File: src/rtl/mips_cpu_pc_unit_if.sv
`default_nettype none
// ============================================================================
// Module   : mips_cpu_pc_unit_if
// Brief    : Decode-in / fetch-out bundle between the control path and the PC unit.
// Revision : 1.0
// ============================================================================
interface mips_cpu_pc_unit_if;
  logic        stall;
  logic        branch;
  logic        branch_taken;
  logic        jump;
  logic        jump_reg;
  logic [25:0] instr_index;
  logic [31:0] rs_data;
  logic [31:0] pc;
  logic [31:0] link_addr;
  logic        in_delay_slot;
  logic        active;

  modport master (
    output stall, branch, branch_taken, jump, jump_reg, instr_index, rs_data,
    input  pc, link_addr, in_delay_slot, active
  );

  modport slave (
    input  stall, branch, branch_taken, jump, jump_reg, instr_index, rs_data,
    output pc, link_addr, in_delay_slot, active
  );
endinterface
`default_nettype wire

File: src/rtl/mips_cpu_pc_unit.sv
`default_nettype none
// ============================================================================
// Module   : mips_cpu_pc_unit
// Brief    : Program counter / next-PC sequencer with one branch-delay slot.
// Revision : 1.0
// ============================================================================
module mips_cpu_pc_unit #(
  parameter logic [31:0] RESET_VECTOR = 32'hBFC0_0000,
  parameter logic [31:0] HALT_ADDR    = 32'h0000_0000
) (
  input  wire logic             clk,
  input  wire logic             reset,
  mips_cpu_pc_unit_if.slave     bus
);

  typedef enum logic [1:0] {
    ST_RUN   = 2'd0,
    ST_DELAY = 2'd1,
    ST_HALT  = 2'd2
  } state_t;

  state_t      r_state;
  state_t      w_state_nxt;
  logic [31:0] r_pc;
  logic [31:0] w_pc_nxt;
  logic [31:0] r_pending;
  logic [31:0] w_pending_nxt;

  logic [31:0] w_pc_plus4;
  logic [31:0] w_br_offset;
  logic [31:0] w_br_target;
  logic [31:0] w_j_target;
  logic [31:0] w_jr_target;
  logic        w_redirect;
  logic [31:0] w_target;

  always_comb begin
    w_pc_plus4  = r_pc + 32'd4;
    w_br_offset = {{14{bus.instr_index[15]}}, bus.instr_index[15:0], 2'b00};
    w_br_target = w_pc_plus4 + w_br_offset;
    w_j_target  = {w_pc_plus4[31:28], bus.instr_index, 2'b00};
    w_jr_target = {bus.rs_data[31:2], 2'b00};
  end

  // Target priority: jump_reg over jump over a taken branch.
  always_comb begin
    w_redirect = bus.jump_reg | bus.jump | (bus.branch & bus.branch_taken);
    if (bus.jump_reg)
      w_target = w_jr_target;
    else if (bus.jump)
      w_target = w_j_target;
    else
      w_target = w_br_target;
  end

  always_comb begin
    w_state_nxt   = r_state;
    w_pc_nxt      = r_pc;
    w_pending_nxt = r_pending;
    if (!bus.stall) begin
      case (r_state)
        ST_RUN: begin
          w_pc_nxt = w_pc_plus4;
          if (w_redirect) begin
            w_pending_nxt = w_target;
            w_state_nxt   = ST_DELAY;
          end
        end
        // Decode inputs of the delay-slot instruction are deliberately ignored.
        ST_DELAY: begin
          if (r_pending == HALT_ADDR) begin
            w_pc_nxt    = HALT_ADDR;
            w_state_nxt = ST_HALT;
          end else begin
            w_pc_nxt    = r_pending;
            w_state_nxt = ST_RUN;
          end
        end
        ST_HALT: begin
          w_pc_nxt = HALT_ADDR;
        end
        default: begin
          w_pc_nxt    = RESET_VECTOR;
          w_state_nxt = ST_RUN;
        end
      endcase
    end
  end

  always_ff @(posedge clk or posedge reset) begin
    if (reset) begin
      r_state   <= ST_RUN;
      r_pc      <= RESET_VECTOR;
      r_pending <= 32'd0;
    end else begin
      r_state   <= w_state_nxt;
      r_pc      <= w_pc_nxt;
      r_pending <= w_pending_nxt;
    end
  end

  assign bus.pc            = r_pc;
  assign bus.link_addr     = r_pc + 32'd8;
  assign bus.in_delay_slot = (r_state == ST_DELAY);
  assign bus.active        = (r_state != ST_HALT);

endmodule
`default_nettype wire

File: src/flat_wrapper.sv
// flat-port wrapper written by rule: the top's interface ports become plain ports
module mips_cpu_pc_unit_flat 
#(
  parameter logic [31:0] RESET_VECTOR = 32'hBFC0_0000,
  parameter logic [31:0] HALT_ADDR    = 32'h0000_0000
)
  (clk, reset, bus_stall, bus_branch, bus_branch_taken, bus_jump, bus_jump_reg, bus_instr_index, bus_rs_data, bus_pc, bus_link_addr, bus_in_delay_slot, bus_active);
  mips_cpu_pc_unit_if bus_i ();
  input  wire logic clk;
  input  wire logic reset;
  input wire logic [$bits(bus_i.stall)-1:0] bus_stall;
  input wire logic [$bits(bus_i.branch)-1:0] bus_branch;
  input wire logic [$bits(bus_i.branch_taken)-1:0] bus_branch_taken;
  input wire logic [$bits(bus_i.jump)-1:0] bus_jump;
  input wire logic [$bits(bus_i.jump_reg)-1:0] bus_jump_reg;
  input wire logic [$bits(bus_i.instr_index)-1:0] bus_instr_index;
  input wire logic [$bits(bus_i.rs_data)-1:0] bus_rs_data;
  output wire logic [$bits(bus_i.pc)-1:0] bus_pc;
  output wire logic [$bits(bus_i.link_addr)-1:0] bus_link_addr;
  output wire logic [$bits(bus_i.in_delay_slot)-1:0] bus_in_delay_slot;
  output wire logic [$bits(bus_i.active)-1:0] bus_active;
  assign bus_i.stall = bus_stall;
  assign bus_i.branch = bus_branch;
  assign bus_i.branch_taken = bus_branch_taken;
  assign bus_i.jump = bus_jump;
  assign bus_i.jump_reg = bus_jump_reg;
  assign bus_i.instr_index = bus_instr_index;
  assign bus_i.rs_data = bus_rs_data;
  assign bus_pc = bus_i.pc;
  assign bus_link_addr = bus_i.link_addr;
  assign bus_in_delay_slot = bus_i.in_delay_slot;
  assign bus_active = bus_i.active;
  mips_cpu_pc_unit #(.RESET_VECTOR(RESET_VECTOR), .HALT_ADDR(HALT_ADDR)) u_core (.clk(clk), .reset(reset), .bus(bus_i));
endmodule
File: config.mk
export PLATFORM = sky130hd
export DESIGN_NAME = mips_cpu_pc_unit_flat
export DESIGN_NICKNAME = d
export VERILOG_FILES = /design/src/rtl/mips_cpu_pc_unit_if.sv /design/src/rtl/mips_cpu_pc_unit.sv /design/src/flat_wrapper.sv
export SDC_FILE = /design/constraint.sdc
export NUM_CORES = 1
export LEC_CHECK = 0
export CORE_MARGIN = 10
export CORE_UTILIZATION = 48
export DETAILED_ROUTE_END_ITERATION = 10
export PLACE_DENSITY = 0.91
export SYNTH_ARGS = -nofsm -noshare
export SYNTH_HDL_FRONTEND = slang
export SYNTH_SLANG_ARGS = --single-unit
File: constraint.sdc
create_clock -name clk -period 4.1 [get_ports clk]
set_clock_uncertainty 0.2 [all_clocks]
set_input_delay 0.82 -clock clk [delete_from_list [all_inputs] [get_ports clk]]
set_output_delay 0.82 -clock clk [all_outputs]
set_load 0.05 [all_outputs]
==> flow_metrics.tcl <==
set metrics [dict create \
    fillers 923 \
    maxCapViolCount 0 \
    ctsHoldBuffers 0 \
    place_congestion 0.9766 \
    min_period_over_period_pct 99.17 \
    dieArea_mm2 0.01820 \
    io_pins 131 \
    synth_area_leaders "dfrtp_1 (23%), ha_1 (7.3%), nand2_1 (6.7%)" \
    synth_commonest_cells "nand2_1 (113), o21ai_0 (67), nor2_1 (66)" \
    synth_most_common_cell "nand2_1" \
    wl_per_cell_um 20.61 \
    syn-num-nets 919 \
    io_buffers 128 \
    power.total_mw 6.078 \
    fp.dieH_um 134.9 \
    min_period_ps 4066 \
    drt_iter0_markers 1261 \
    vias 7415 \
    tightestPinTransition_ps 659.9 \
    diodes 0 \
    cts_buffers 9 \
    status "complete, no violations" \
    area_growth_pct 35.91 \
    cts_tree "done" \
    grt-ovfl-total 0 \
    yosys_warnings 0 \
    synth_cells 816 \
    die_x_um 134.9 \
    drt-pass1-iter-count 7 \
    core_area_mm2 0.01277 \
    htree_num_levels 3 \
    grt.total_usage_pct 23.86 \
    synth_cell_types 76 \
    start_util_pct 49.61 \
    rows 41 \
    synth_top_flop_cell "dfrtp_1" \
    slew_headroom_pct 54.87 \
    grt_max_degree 51 \
    layout.nets 1077 \
    cts_buffer_depth 2 \
    synth-edff-count 0 \
    setup_viol 0 \
    fin_tns_setup_ps 0 \
    endpoint_kind "flop" \
    drt_wl_total_um 23720 \
    ant_nets 0 \
    yosysTopAreaCell "dfrtp_1" \
    worstPathMaxFanout 4 \
    worst_setup_path_start_kind "flop" \
    syn_avg_cell_area_um2 7.766 \
    arrival_ps 4140 \
    grt_pass1_wl_um 35480 \
    async_flop_share_pct 100.0 \
    hold_viol_final 0 \
    clk_pin_slew_ps 50 \
    drive_above_1_share_pct 16.45 \
    cts_root_buf "clkbuf_16" \
    yosysTopAreaCellShare_pct 22.51 \
    p_per_area_mw_per_mm2 705.7 \
    dpl.hpwl_um 17120 \
    power_leakage_nw 3.601 \
    ir_drop_mv 0.2438 \
    grt_setup_unrepaired "true" \
    max_freq_ghz 0.2459 \
    grt_antenna_before_repair 0 \
    ys_seq_area_share_pct 26.24 \
    clkSinkCount 66 \
    critPathRequiredTime_ps 4180 \
    critical_path_class "reg2reg" \
    clock_latency_ps 340 \
    ys_ff_latch 66 \
    hold_class "reg2reg" \
    via_per_inst 6.442 \
    syn_area_mm2 0.006337 \
    drv_slew 0 \
    drc 0 \
    final_core_util_pct 67.43 \
    grt_pass1_vias 6700 \
]
## per-layer routing
| metal | up-vias | GRT usage, % | wire [µm] |
|---|---|---|---|
| met5 | - | 0 | 0 |
| li1 | 3278 | - | - |
| met4 | 0 | 9.976 | 1181 |
| met1 | 3387 | 30.44 | 8894 |
| met2 | 620 | 37.27 | 10430 |
| met3 | 130 | 6.194 | 3212 |
## cell families (layout without fill, tap and decap cells)
| logic type | Yosys count | after routing | synth area share (%) |
|---|---|---|---|
| buffers and inverters | 80 | 243 | 5.390 |
| muxes | 16 | 16 | 2.527 |
| adders and majority gates | 38 | 38 | 7.621 |
| and+or+nand+nor | 297 | 297 | 22.57 |
| DFF | 66 | 66 | 26.24 |
| AOI/OAI and AO/OA | 245 | 245 | 25.31 |
| xor gates and xnor gates | 74 | 74 | 10.35 |
## final timing paths
path,start,end,slack (ps),depth (start not counted)
worst max-delay path,u_core.bus.pc[3],u_core.r_pending[31],30,14
worst min-delay path,u_core.r_pending[11],u_core.r_pending[11],320,2
worst max register to register,u_core.bus.pc[3],u_core.r_pending[31],30,14
worst min register to register,u_core.r_pending[11],u_core.r_pending[11],320,2
max in group asynchronous,reset,u_core.bus.pc[27],2330,3
min in group asynchronous,reset,u_core.r_pending[2],570,2
## state kept, by name, indices dropped and copies added (netlist names)
signal,count
u_core.r_state,2
u_core.bus.pc,32
u_core.r_pending,32
## where the power goes
group	switching [mW]	total (mW)	internal, mW
Clock	0.279	0.722	0.444
Combinational	2.56	4.12	1.56
Sequential	0.338	1.24	0.899
Total	3.18	6.08	2.90
## per-stage QoR
step | setup WS, ps | area [µm²] | instances | hold slack (ps)
floorplan | 11.67 | 6344 | 816 | 262.6
global placement | -28.94 | 8119 | 1131 | 280.7
detailed placement | -121.8 | 8119 | 1131 | 310.3
CTS | 19.81 | 8391 | 1147 | 321.9
global route | -78.13 | 8613 | 1151 | 343.6
finish | 34.01 | 8613 | 1151 | 317.0
## cells in the final DEF (no fill, tap or decap), drive strengths merged, types with 4 or more instances in the layout
| cell type | count |
|---|---|
| buf | 85 |
| or3 | 8 |
| nor2 | 67 |
| o211ai | 12 |
| o21a | 4 |
| a21oi | 55 |
| nor3 | 16 |
| a221oi | 6 |
| nand2 | 113 |
| nand3 | 33 |
| dfstp | 9 |
| nor2b | 4 |
| a21o | 11 |
| a31oi | 10 |
| nor4 | 13 |
| clkbuf | 16 |
| nand2b | 4 |
| a221o | 4 |
| nand4 | 13 |
| and3 | 13 |
| o21bai | 6 |
| dfrtp | 57 |
| inv | 22 |
| o21ai | 70 |
| o31ai | 11 |
| mux2i | 16 |
| ha | 37 |
| clkdlybuf4s50 | 118 |
| a211oi | 14 |
| xnor2 | 45 |
| o22ai | 13 |
| xor2 | 29 |
## cell type report
cell class | instances | area (µm²) | area share, %
timing repair buffer | 204 | 1842 | 21.38
inverter | 23 | 86.33 | 1.002
clock buffer | 16 | 271.5 | 3.152
multi-input combinational | 670 | 4529 | 52.59
tap | 172 | 215.2 | 2.499
sequential | 66 | 1669 | 19.38
## timing repair
action | 4_1_cts | 5_1_grt
setup endpoints to repair | 0 | 12
resized for setup | 0 | 37
setup buffers | 0 | 4
## critical path, cell delays in order, from the launching register on
cell      delay (ps)
dfrtp_2          390
ha_2             210
nand3_2          140
nor4_2           380
nand2_1          150
xnor2_2          340
ha_1             360
a211o_1          290
or3_4            390
a31oi_4          220
a211oi_4         110
nor2_4           130
o31ai_1          100
or4b_1           520
nand3_1           80
No activity file was read; power rests on OpenSTA's default activity.
